[config.mk]
export PLATFORM = sky130hd
export DESIGN_NAME = io_uart_tx
export DESIGN_NICKNAME = d
export VERILOG_FILES = /design/src/rtl/io_uart_tx.sv
export SDC_FILE = /design/constraint.sdc
export NUM_CORES = 1
export LEC_CHECK = 0
export CORE_ASPECT_RATIO = 0.9
export CORE_MARGIN = 3
export CORE_UTILIZATION = 61
export DETAILED_ROUTE_END_ITERATION = 10
export MAX_ROUTING_LAYER = met4
export PLACE_DENSITY = 0.94
export SYNTH_ARGS = -nofsm -noshare
export SYNTH_HDL_FRONTEND = slang
export SYNTH_SLANG_ARGS = --single-unit
[constraint.sdc]
create_clock -name i_clk -period 5.8 [get_ports i_clk]
set_input_delay 1.45 -clock i_clk [delete_from_list [all_inputs] [get_ports i_clk]]
set_output_delay 1.45 -clock i_clk [all_outputs]
set_load 0.1 [all_outputs]
[src/rtl/io_uart_tx.sv]
// ---------------------------------------------------------------------------
// io_uart_tx : byte-wide memory-mapped UART transmitter with a small FIFO.
//
// Register map (selected when i_IO_addr[7:4] == BASE_NIBBLE):
//   offset 0x0  THR  write-only, pushes i_IO_write[7:0] on the rising edge
//                    of i_IO_we (a held strobe pushes once)
//   offset 0x5  LSR  read-only : bit6 TEMT, bit5 THRE, bit1 OE
//
// Frame format is 8N1 by default. Defining the macro UART_TX_PARITY_EN
// adds an even parity bit between the data bits and the stop bit (8E1).
//
// Reset is synchronous and active-high. Asserting it mid-frame aborts the
// frame at once and drops everything still queued.
// ---------------------------------------------------------------------------
module io_uart_tx #(
  parameter int unsigned CLKS_PER_BIT = 434,
  parameter int unsigned FIFO_DEPTH   = 8,
  parameter logic [3:0]  BASE_NIBBLE  = 4'h9
) (
  input  logic        i_clk,
  input  logic        i_rst,
  input  logic [7:0]  i_IO_addr,
  input  logic [15:0] i_IO_write,
  input  logic        i_IO_be,
  input  logic        i_IO_we,
  input  logic        i_IO_re,
  output logic [15:0] o_IO_read,
  output logic        o_tx
);

  // -------------------------------------------------------------------------
  // Derived widths and constants
  // -------------------------------------------------------------------------
  localparam int unsigned PTR_W = (FIFO_DEPTH > 1) ? $clog2(FIFO_DEPTH) : 1;
  localparam int unsigned CNT_W = PTR_W + 1;
  localparam int unsigned CLK_W = (CLKS_PER_BIT > 1) ? $clog2(CLKS_PER_BIT) : 1;

  localparam logic [CLK_W-1:0] CLK_LAST      = CLK_W'(CLKS_PER_BIT - 1);
  localparam logic [CNT_W-1:0] FIFO_FULL_CNT = CNT_W'(FIFO_DEPTH);

  localparam logic [3:0] OFF_THR = 4'h0;
  localparam logic [3:0] OFF_LSR = 4'h5;

  // Transmit FSM encoding
  localparam logic [2:0] ST_IDLE   = 3'd0;
  localparam logic [2:0] ST_START  = 3'd1;
  localparam logic [2:0] ST_DATA   = 3'd2;
`ifdef UART_TX_PARITY_EN
  localparam logic [2:0] ST_PARITY = 3'd3;
`endif
  localparam logic [2:0] ST_STOP   = 3'd4;

  // -------------------------------------------------------------------------
  // Signals
  // -------------------------------------------------------------------------
  logic             dev_sel;
  logic             thr_sel;
  logic             lsr_sel;
  logic             we_q;
  logic             re_q;
  logic             push_req;
  logic             push;
  logic             pop;
  logic             oe_clr;

  logic [7:0]       mem [FIFO_DEPTH];
  logic [PTR_W-1:0] wr_ptr;
  logic [PTR_W-1:0] rd_ptr;
  logic [CNT_W-1:0] count;
  logic             fifo_empty;
  logic             fifo_full;

  logic             oe;
  logic             thre;
  logic             temt;

  logic [2:0]       state;
  logic [7:0]       shift;
  logic [CLK_W-1:0] clk_cnt;
  logic [2:0]       bit_idx;
  logic             tx_q;
  logic             bit_done;
`ifdef UART_TX_PARITY_EN
  logic             parity_q;
`endif

  // Byte-enable and the upper write byte carry no information for byte-wide
  // registers; folding them here keeps them visibly intentional.
  logic unused_ok;
  assign unused_ok = &{1'b0, i_IO_be, i_IO_write[15:8]};

  // -------------------------------------------------------------------------
  // Address decode and strobe edge detection
  // -------------------------------------------------------------------------
  assign dev_sel = (i_IO_addr[7:4] == BASE_NIBBLE);
  assign thr_sel = dev_sel && (i_IO_addr[3:0] == OFF_THR);
  assign lsr_sel = dev_sel && (i_IO_addr[3:0] == OFF_LSR);

  // A held write strobe must push exactly once, a held read clears OE once.
  assign push_req = thr_sel && i_IO_we && !we_q;
  assign oe_clr   = lsr_sel && i_IO_re && !re_q;

  // Remember last cycle's strobe levels for rising-edge detection.
  // NOTE: every clocked register uses non-blocking assignment so all flops
  // update together from pre-edge values; blocking here would create order-
  // dependent simulation and mismatch synthesis.
  always_ff @(posedge i_clk) begin
    if (i_rst) begin
      we_q <= 1'b0;
      re_q <= 1'b0;
    end else begin
      we_q <= i_IO_we;
      re_q <= i_IO_re;
    end
  end

  // -------------------------------------------------------------------------
  // Transmit FIFO
  // -------------------------------------------------------------------------
  assign fifo_empty = (count == '0);
  assign fifo_full  = (count == FIFO_FULL_CNT);

  // The shifter drains the FIFO head whenever it is idle.
  assign pop = (state == ST_IDLE) && !fifo_empty;

  // A pop in the same cycle frees a slot, so a full FIFO can still accept.
  assign push = push_req && (!fifo_full || pop);

  // Storage array write port.
  // NOTE: the data array has no reset; validity is tracked by the pointers
  // and count, and leaving it out keeps it mappable to plain RAM.
  always_ff @(posedge i_clk) begin
    if (push) begin
      mem[wr_ptr] <= i_IO_write[7:0];
    end
  end

  // Pointers and occupancy; pointers wrap naturally at the power-of-two depth.
  always_ff @(posedge i_clk) begin
    if (i_rst) begin
      wr_ptr <= '0;
      rd_ptr <= '0;
      count  <= '0;
    end else begin
      if (push) begin
        wr_ptr <= wr_ptr + 1'b1;
      end
      if (pop) begin
        rd_ptr <= rd_ptr + 1'b1;
      end
      case ({push, pop})
        2'b10:   count <= count + 1'b1;
        2'b01:   count <= count - 1'b1;
        default: count <= count;
      endcase
    end
  end

  // Overrun flag: set by a dropped push, cleared by a fresh LSR read.
  always_ff @(posedge i_clk) begin
    if (i_rst) begin
      oe <= 1'b0;
    end else if (push_req && fifo_full && !pop) begin
      oe <= 1'b1;
    end else if (oe_clr) begin
      oe <= 1'b0;
    end
  end

  // -------------------------------------------------------------------------
  // Status and read mux
  // -------------------------------------------------------------------------
  assign thre = !fifo_full;
  assign temt = fifo_empty && (state == ST_IDLE);

  // Read data is purely combinational on the offset; the OE clear takes
  // effect on the following edge, so the clearing read still shows OE = 1.
  // NOTE: the output gets a default before any condition so no path leaves
  // it unassigned, which would otherwise infer a latch.
  always_comb begin
    o_IO_read = 16'h0000;
    if (lsr_sel) begin
      o_IO_read = {8'h00, 1'b0, temt, thre, 3'b000, oe, 1'b0};
    end
  end

  // -------------------------------------------------------------------------
  // Transmit FSM and serializer
  // -------------------------------------------------------------------------
  assign bit_done = (clk_cnt == CLK_LAST);

  // Sequence one frame per FIFO entry; tx_q changes together with the state
  // so the line level always matches the bit being sent.
  always_ff @(posedge i_clk) begin
    if (i_rst) begin
      state    <= ST_IDLE;
      tx_q     <= 1'b1;
      shift    <= 8'h00;
      clk_cnt  <= '0;
      bit_idx  <= 3'd0;
`ifdef UART_TX_PARITY_EN
      parity_q <= 1'b0;
`endif
    end else begin
      case (state)
        ST_IDLE: begin
          tx_q    <= 1'b1;
          clk_cnt <= '0;
          bit_idx <= 3'd0;
          if (!fifo_empty) begin
            shift    <= mem[rd_ptr];
`ifdef UART_TX_PARITY_EN
            parity_q <= ^mem[rd_ptr];
`endif
            tx_q     <= 1'b0;
            state    <= ST_START;
          end
        end

        ST_START: begin
          if (bit_done) begin
            clk_cnt <= '0;
            tx_q    <= shift[0];
            shift   <= {1'b0, shift[7:1]};
            state   <= ST_DATA;
          end else begin
            clk_cnt <= clk_cnt + 1'b1;
          end
        end

        ST_DATA: begin
          if (bit_done) begin
            clk_cnt <= '0;
            if (bit_idx == 3'd7) begin
`ifdef UART_TX_PARITY_EN
              tx_q  <= parity_q;
              state <= ST_PARITY;
`else
              tx_q  <= 1'b1;
              state <= ST_STOP;
`endif
            end else begin
              bit_idx <= bit_idx + 3'd1;
              tx_q    <= shift[0];
              shift   <= {1'b0, shift[7:1]};
            end
          end else begin
            clk_cnt <= clk_cnt + 1'b1;
          end
        end

`ifdef UART_TX_PARITY_EN
        ST_PARITY: begin
          if (bit_done) begin
            clk_cnt <= '0;
            tx_q    <= 1'b1;
            state   <= ST_STOP;
          end else begin
            clk_cnt <= clk_cnt + 1'b1;
          end
        end
`endif

        ST_STOP: begin
          if (bit_done) begin
            clk_cnt <= '0;
            tx_q    <= 1'b1;
            state   <= ST_IDLE;
          end else begin
            clk_cnt <= clk_cnt + 1'b1;
          end
        end

        default: begin
          clk_cnt <= '0;
          tx_q    <= 1'b1;
          state   <= ST_IDLE;
        end
      endcase
    end
  end

  assign o_tx = tx_q;

endmodule

==> results of run 1 <==
[final timing paths]
| check | from | slack, ps | depth (start not counted) | end |
|---|---|---|---|---|
| setup reg to reg | state[1] | 2970 | 4 | mem[7][5] |
| hold / removal | bit_idx[2] | 460 | 2 | bit_idx[2] |
| setup / recovery | i_IO_addr[6] | 1250 | 6 | o_IO_read[5] |
| hold reg to reg | bit_idx[2] | 460 | 2 | bit_idx[2] |
[worst max-delay path: cells and delay by family]
kind,cells,cell delay (ps)
buffers and inverters,2,710
and+or+nand+nor,4,930
[sequential cells by signal, indices dropped and copies added, names as in the netlist, named ones only]
signal	cells
bit_idx	3
oe	1
o_tx	1
we_q	1
shift	8
rd_ptr	3
mem	64
count	4
re_q	1
wr_ptr	3
state	3
clk_cnt	9
[synth_stat cells (5+ instances only)]
library cell and number:
edfxtp_1 64, dfxtp_1 40, nor2_1 37, nand2_1 23, a21oi_1 17, mux4_2 16, buf_4 13, mux2i_1 10
clkbuf_1 8, ha_1 8, inv_1 8, nand2b_1 8, o211ai_1 7, xnor2_1 7, nand3_1 6, nor3_1 5
xor2_1 5
[metal layers]
| layer | wire length (um) | vias to the layer above |
|---|---|---|
| li1 | - | 1257 |
| met1 | 3018 | 1283 |
| met2 | 4139 | 117 |
| met3 | 663 | 19 |
| met4 | 190 | 0 |
| met5 | 0 | - |
[final cells by class]
type                    count  share of cell area, %
flip-flops and latches    104                  55.47
multi-input cells         212                  32.35
repair buffers             26                  4.996
clock buffers               9                  2.524
well taps                  90                  2.294
clock inverters             7                  1.759
inverters                   8                 0.6118
[per-stage QoR]
step           hold WS, ps  instances  util [%]
5_1_grt              493.0        456     71.85
3_3_place_gp         440.0        440     68.77
2_1_floorplan        429.4        351         -
3_5_place_dp         444.1        440     68.77
4_1_cts              467.3        456     71.85
6_report             460.5        456     71.85
[power by group through the flow]
| stage | sequential, mW | clock (mW) | combinational, mW |
|---|---|---|---|
| after CTS | 0.932 | 0.466 | 0.554 |
| after global routing | 0.944 | 0.499 | 0.608 |
| after global placement | 0.944 | 0 | 0.517 |
| final | 0.931 | 0.457 | 0.556 |
| after floorplan | 0.912 | 0 | 0.473 |
| after detailed placement | 0.946 | 0 | 0.544 |
[cell families after synthesis]
logic type / after synthesis / share of synthesized area, %
xor+xnor: 12 / 2.358
simple gates: 107 / 12.32
compound gates: 41 / 5.725
fa+ha+maj: 9 / 2.694
mux: 30 / 11.42
buf+inv: 35 / 4.322
other cells: 1 / 0.08412
flops: 104 / 61.07
==> qor.txt, run 1 <==
Outcome = completed
Comb pwr share = 28.6%
Endpoint kind of the worst setup timing path = primary output
HPWL reported at the end of detailed placement = 5420 um
Wire length of the first global-routing pass = 13,070 um
Worst Setup Start Kind = input pin
Worst setup slack after placement = 1238 ps
Share of post-route cells with drive strength above 1 = 13.93%
Maximum number of buffers from clock root to sink = 2
CTS tree = done
Antenna viol nets, final = 0
CORE AREA = 6832 um^2
Post-Route Setup TNS = 0 ps
Total vias in the final route = 2,676
GR Util met2 = 35.74%
Cell repeated most along the worst path = nor2_1
Clock H-tree levels = 3
Biggest area consumer among synthesized cells = edfxtp_1
Port bufs = 23
Number of pins exceeding their max-slew limit in the final report = 0
First-pass iteration count of the detailed router = 4
Total area of multi-input combinational cells = 1588 um^2
Max-slew headroom at the worst pin = 31.08%
Most common cell after layout, fill and taps aside = edfxtp_1
Net total in the final layout = 399
Fillers = 432
Number of hold-repair buffers added at the cts stage = 0
Global-route usage over all layers = 21.93%
Async set-reset flop share out of synthesis = 0%
Average cell area after synthesis = 13.15 um^2
Pin count of the biggest net entering global routing = 34
Via count of the first global-routing pass = 2,656
Power density relative to cell area = 396.1 nW/um^2
Root cell of the clock tree = clkbuf_8
Maximum net fanout on the critical path = 4
Crit path DAT = 3100 ps
Total number of placement rows = 28
Critical path required time = 4350 ps
Count of warnings emitted by yosys = 0
GRT met3 Usage = 5.618%
Drt drc = 0
Fin worst setup slack = 1253 ps
DIE WIDTH = 96.11 um
Final cell area excluding filler cells = 4908 um^2
Pint = 1.297 mW
Distinct cell type count of the synthesized netlist = 45
Seq pwr share = 47.9%
Net load switching power = 0.6472 mW
Ordered cell list for the critical path = clkdlybuf4s50_1, or4b_4, nor2_1, nand3_1, nor2_1, buf_4
Antenna violations before repair = 0
Delay of the slowest cell on the worst path = 550 ps
Flip-flop and latch count after synthesis = 104
Worst-Margin Slew = 1032 ps
Count of instances resized after the clock tree is built = 0
Highest-count cells in the layout ignoring fill and taps = 64 x edfxtp_1, 40 x dfxtp_1, 37 x nor2_1
Fin crit share = 78.40%
Number of post-CTS setup repair buffers = 0
Total Wirelength = 8012 um
Skew-Pair Late Insertion Delay = 360 ps
Peak supply drop = 275.8 uV
Wire per inst = 17.57 um
Top cells by area in the synthesized netlist = edfxtp_1 43%, dfxtp_1 18%, mux4_2 8.1%, nor2_1 3.1%, ha_1 2.2%
Number of enable flip-flop cells after synthesis = 64
Die Ht = 87.10 um
Switching part of the total power = 33.29%
Remaining Overflow, GRT = 0
Power after layout = 1.944 mW
Count of maximum capacitance violations = 0
Number of antenna diodes = 0
Placed Instance Area = 4698 um^2
Area enclosed by the die boundary = 8371 um^2
Sinks on the clock net = 104
Count of final setup violators = 0
Initial Utilization = 65.26%
Slowest cell on the critical path = or4b_4
Most used DFF post-synth = edfxtp_1
Post-synth design cell area = 4458 um^2
Setup CP Type = input pin to primary output
Fraction of met1 tracks used by global routing = 25.86%
Sequential cell area = 2723 um^2
Fin crit period = 4547 ps
Hold Vio Cnt, Final = 0
I/O Pins = 46
Gate Count Post-Synth = 339
Initial DRC count = 276
Synth-to-Final Area Change = 10.10%
Busiest metal layer after global routing = met2
Clock network power share = 23.5%
Path type of the worst min-delay path = register to register
Worst-case clock skew = 9.215 ps
Fmax achieved = 0.2199 GHz
Via density per instance = 5.868
Clock-pin slew on the worst setup and hold paths = 100 ps
RSZ-0062 raised after global routing = false
Portion of the post-synthesis area used by sequential elements = 61.07%
Leakage power of the design = 1.658 nW
CTS Buf Count = 9
Gp weighted congestion = 0.7917
Share of the synthesized area in the top cell type = 43.11%
No activity file was read; power rests on OpenSTA's default activity.
==> run 2, diff against run 1 <==
--- a/config.mk
+++ b/config.mk
@@ -7,10 +7,10 @@
 export LEC_CHECK = 0
 export CORE_ASPECT_RATIO = 0.9
 export CORE_MARGIN = 3
-export CORE_UTILIZATION = 61
+export CORE_UTILIZATION = 51
 export DETAILED_ROUTE_END_ITERATION = 10
 export MAX_ROUTING_LAYER = met4
-export PLACE_DENSITY = 0.94
+export PLACE_DENSITY = 0.85
 export SYNTH_ARGS = -nofsm -noshare
 export SYNTH_HDL_FRONTEND = slang
 export SYNTH_SLANG_ARGS = --single-unit
==> constraint.sdc (replaced) <==
create_clock -name i_clk -period 3.8 [get_ports i_clk]
set_input_delay 0.95 -clock i_clk [delete_from_list [all_inputs] [get_ports i_clk]]
set_output_delay 0.95 -clock i_clk [all_outputs]
set_load 0.1 [all_outputs]
==> run 2 against run 1 <==
Compared with the run above:
- design area rose by 3.1%
- register-to-register slack got worse by 1800 ps
- flip-flop and latch count did not move
- utilization fell by 11 points
- via count rose by 2.1%
- largest power group unchanged
- count of clock-buffer cells in the layout did not move
- combinational power rose by 57%
- non-clock buffer count rose by 9
==> qor.txt, run 2 (synthesized netlist as in run 1, its figures left out) <==
Slack of the worst reg-to-reg path = 1180 ps (was 2970 ps)
Registers with the most flip-flops = mem: 64 flops, clk_cnt: 9 flops, shift: 8 flops (unchanged)
Total vias in the final route = 2,733 (was 2,676)
Root cell of the clock tree = clkbuf_8 (unchanged)
Number of antenna diodes = 0 (unchanged)
Area enclosed by the die boundary = 9900 um^2 (was 8371 um^2)
I/O Pins = 46 (unchanged)
Fin crit share = 93.07%
HPWL reported at the end of detailed placement = 5577 um (was 5420 um)
Clock H-tree levels = 3 (unchanged)
Total Wirelength = 8329 um (was 8012 um)
Die Ht = 94.70 um (was 87.10 um)
Net total in the final layout = 408 (was 399)
Ordered cell list for the critical path = clkdlybuf4s50_1, or4b_4, nor2_1, nand3_1, nor2_1, buf_12 (was clkdlybuf4s50_1, or4b_4, nor2_1, nand3_1, nor2_1, buf_4)
Initial DRC count = 138 (was 276)
Synth-to-Final Area Change = 13.50% (was 10.10%)
Drt drc = 0 (unchanged)
Final cell area excluding filler cells = 5060 um^2 (was 4908 um^2)
Sinks on the clock net = 104 (unchanged)
Wire per inst = 17.00 um (was 17.57 um)
Via count of the first global-routing pass = 2,686 (was 2,656)
Power after layout = 3.018 mW (was 1.944 mW)
First-pass iteration count of the detailed router = 4 (unchanged)
Path type of the worst min-delay path = register to register (unchanged)
Critical path required time = 2850 ps (was 4350 ps)
CORE AREA = 8262 um^2 (was 6832 um^2)
CTS tree = done (unchanged)
Top register by number of flip-flops = mem (unchanged)
Crit path DAT = 2590 ps (was 3100 ps)
RSZ-0062 raised after global routing = false (unchanged)
Crit-path leading delay family = simple AND/OR/NAND/NOR gates (unchanged)
Clock-pin slew on the worst setup and hold paths = 90 ps (was 100 ps)
Antenna viol nets, final = 0 (unchanged)
Worst R2R End = count[3] (was mem[7][5])
Peak supply drop = 301.4 uV (was 275.8 uV)
Number of pins exceeding their max-slew limit in the final report = 0 (unchanged)
Busiest metal layer after global routing = met2 (unchanged)
Post-route insts no fill = 490 (was 456)
Power density relative to cell area = 596.4 nW/um^2 (was 396.1 nW/um^2)
Wire length of the first global-routing pass = 13,420 um (was 13,070 um)
Number of post-CTS setup repair buffers = 0 (unchanged)
Endpoint kind of the worst setup timing path = primary output (unchanged)
Worst hold start = bit_idx[2] (unchanged)
Antenna violations before repair = 0 (unchanged)
CTS Buf Count = 9 (unchanged)
End point of the most critical hold path = bit_idx[2] (unchanged)
Worst-case clock skew = 9.617 ps (was 9.215 ps)
Fraction of met1 tracks used by global routing = 21.84% (was 25.86%)
Count of instances resized after the clock tree is built = 0 (unchanged)
R2R Path Start = state[2] (was state[1])
Gp weighted congestion = 0.7994 (was 0.7917)
Share of post-route cells with drive strength above 1 = 15.73% (was 13.93%)
Number of buffers and inverters on the critical path = 2 (unchanged)
Fin crit period = 3537 ps
Depth of the worst register-to-register path = 8 (was 4)
Outcome = completed (unchanged)
Slowest cell on the critical path = or4b_4 (unchanged)
Count of final setup violators = 0 (unchanged)
Worst-Margin Slew = 962.9 ps (was 1032 ps)
Via density per instance = 5.578 (was 5.868)
Most common cell after layout, fill and taps aside = edfxtp_1 (unchanged)
Worst Setup Start Kind = input pin (unchanged)
Post-Place Cells = 474 (was 440)
Worst hold slack after final layout = 466.0 ps (was 460.5 ps)
Setup CP Type = input pin to primary output (unchanged)
Skew-Pair Late Insertion Delay = 360 ps (about the same)
Maximum number of buffers from clock root to sink = 2 (unchanged)
Number of hold-repair buffers added at the cts stage = 0 (unchanged)
End-of-flow core utilization = 61.24% (was 71.85%)
Fmax achieved = 0.2828 GHz
Total number of placement rows = 31 (was 28)
Global-route usage over all layers = 18.23% (was 21.93%)
Pin count of the biggest net entering global routing = 34 (unchanged)
Leakage power of the design = 1.724 nW (was 1.658 nW)
Cell repeated most along the worst path = nor2_1 (unchanged)
Port bufs = 23 (unchanged)
DIE WIDTH = 104.6 um (was 96.11 um)
Hold Vio Cnt, Final = 0 (unchanged)
Initial Utilization = 53.96% (was 65.26%)
GRT met3 Usage = 5.058% (was 5.618%)
GR Util met2 = 31.29% (was 35.74%)
Max reg flops = 64 (unchanged)
Highest-count cells in the layout ignoring fill and taps = 64 x edfxtp_1, 40 x dfxtp_1, 37 x nor2_1 (unchanged)
Delay of the slowest cell on the worst path = 570 ps (was 550 ps)
Max-slew headroom at the worst pin = 35.60% (was 31.08%)
Remaining Overflow, GRT = 0 (unchanged)
Maximum net fanout on the critical path = 4 (unchanged)
Placed Instance Area = 4835 um^2 (was 4698 um^2)
Hold Path Stages = 2 (unchanged)
Count of maximum capacitance violations = 0 (unchanged)
-- run 2: changes by cell type in the layout (fill, tap and decap cells not counted) --
cell	change
clkinv_1	+1
inv_8	-1
clkinvlp_4	-1
bufinv_16	+1
buf_12	+3
clkinv_4	-1
buf_4	+6
inv_6	+1
-- run 2: metal layers --
layer	routed length [um]	share of wire, %
met4	73	0.88
met2	4203	50
met5	0	0
met1	3442	41
met3	609	7.3
-- run 2: power breakdown --
part	switching [mW]	total (mW)	internal, mW
clock	0.374	0.753	0.379
sequential	0.101	1.39	1.29
combinational	0.495	0.875	0.380
total	0.970	3.02	2.05
-- run 2: area by class of cell --
class / count / area, um^2
multi-input cells: 212 / 1588
repair buffers: 35 / 350.3
fillers: 618 / 3202
well taps: 115 / 143.9
flip-flops and latches: 104 / 2723
clock inverters: 7 / 101.3
clock buffers: 9 / 123.9
inverters: 8 / 30.03
-- run 2: stage by stage --
step	setup TNS (ps)	setup slack, ps
3_3_place_gp	0	216.1
4_1_cts	0	249.6
2_1_floorplan	-408.5	-141.0
5_1_grt	0	149.5
3_5_place_dp	0	168.5
6_report	0	263.4
-- run 2: worst register-to-register path, stage by stage, from the launching register on --
cell and delay (ps):
dfxtp_1 410, or3_1 470, nor3_2 410, ha_1 310
a21o_1 170, a21oi_1 220, nor3_2 50, a21oi_1 180
mux2_4 310
-- run 2: worst max-delay path by stage --
stage / start / endpoint / cells past startpoint
4_1_cts: i_IO_addr[6] / o_IO_read[5] / 6
3_3_place_gp: i_IO_addr[6] / count[3] / 10
2_1_floorplan: i_IO_addr[6] / o_IO_read[5] / 4
3_5_place_dp: i_IO_addr[6] / count[3] / 10
5_1_grt: i_IO_addr[6] / o_IO_read[5] / 6
6_report: i_IO_addr[6] / o_IO_read[5] / 6
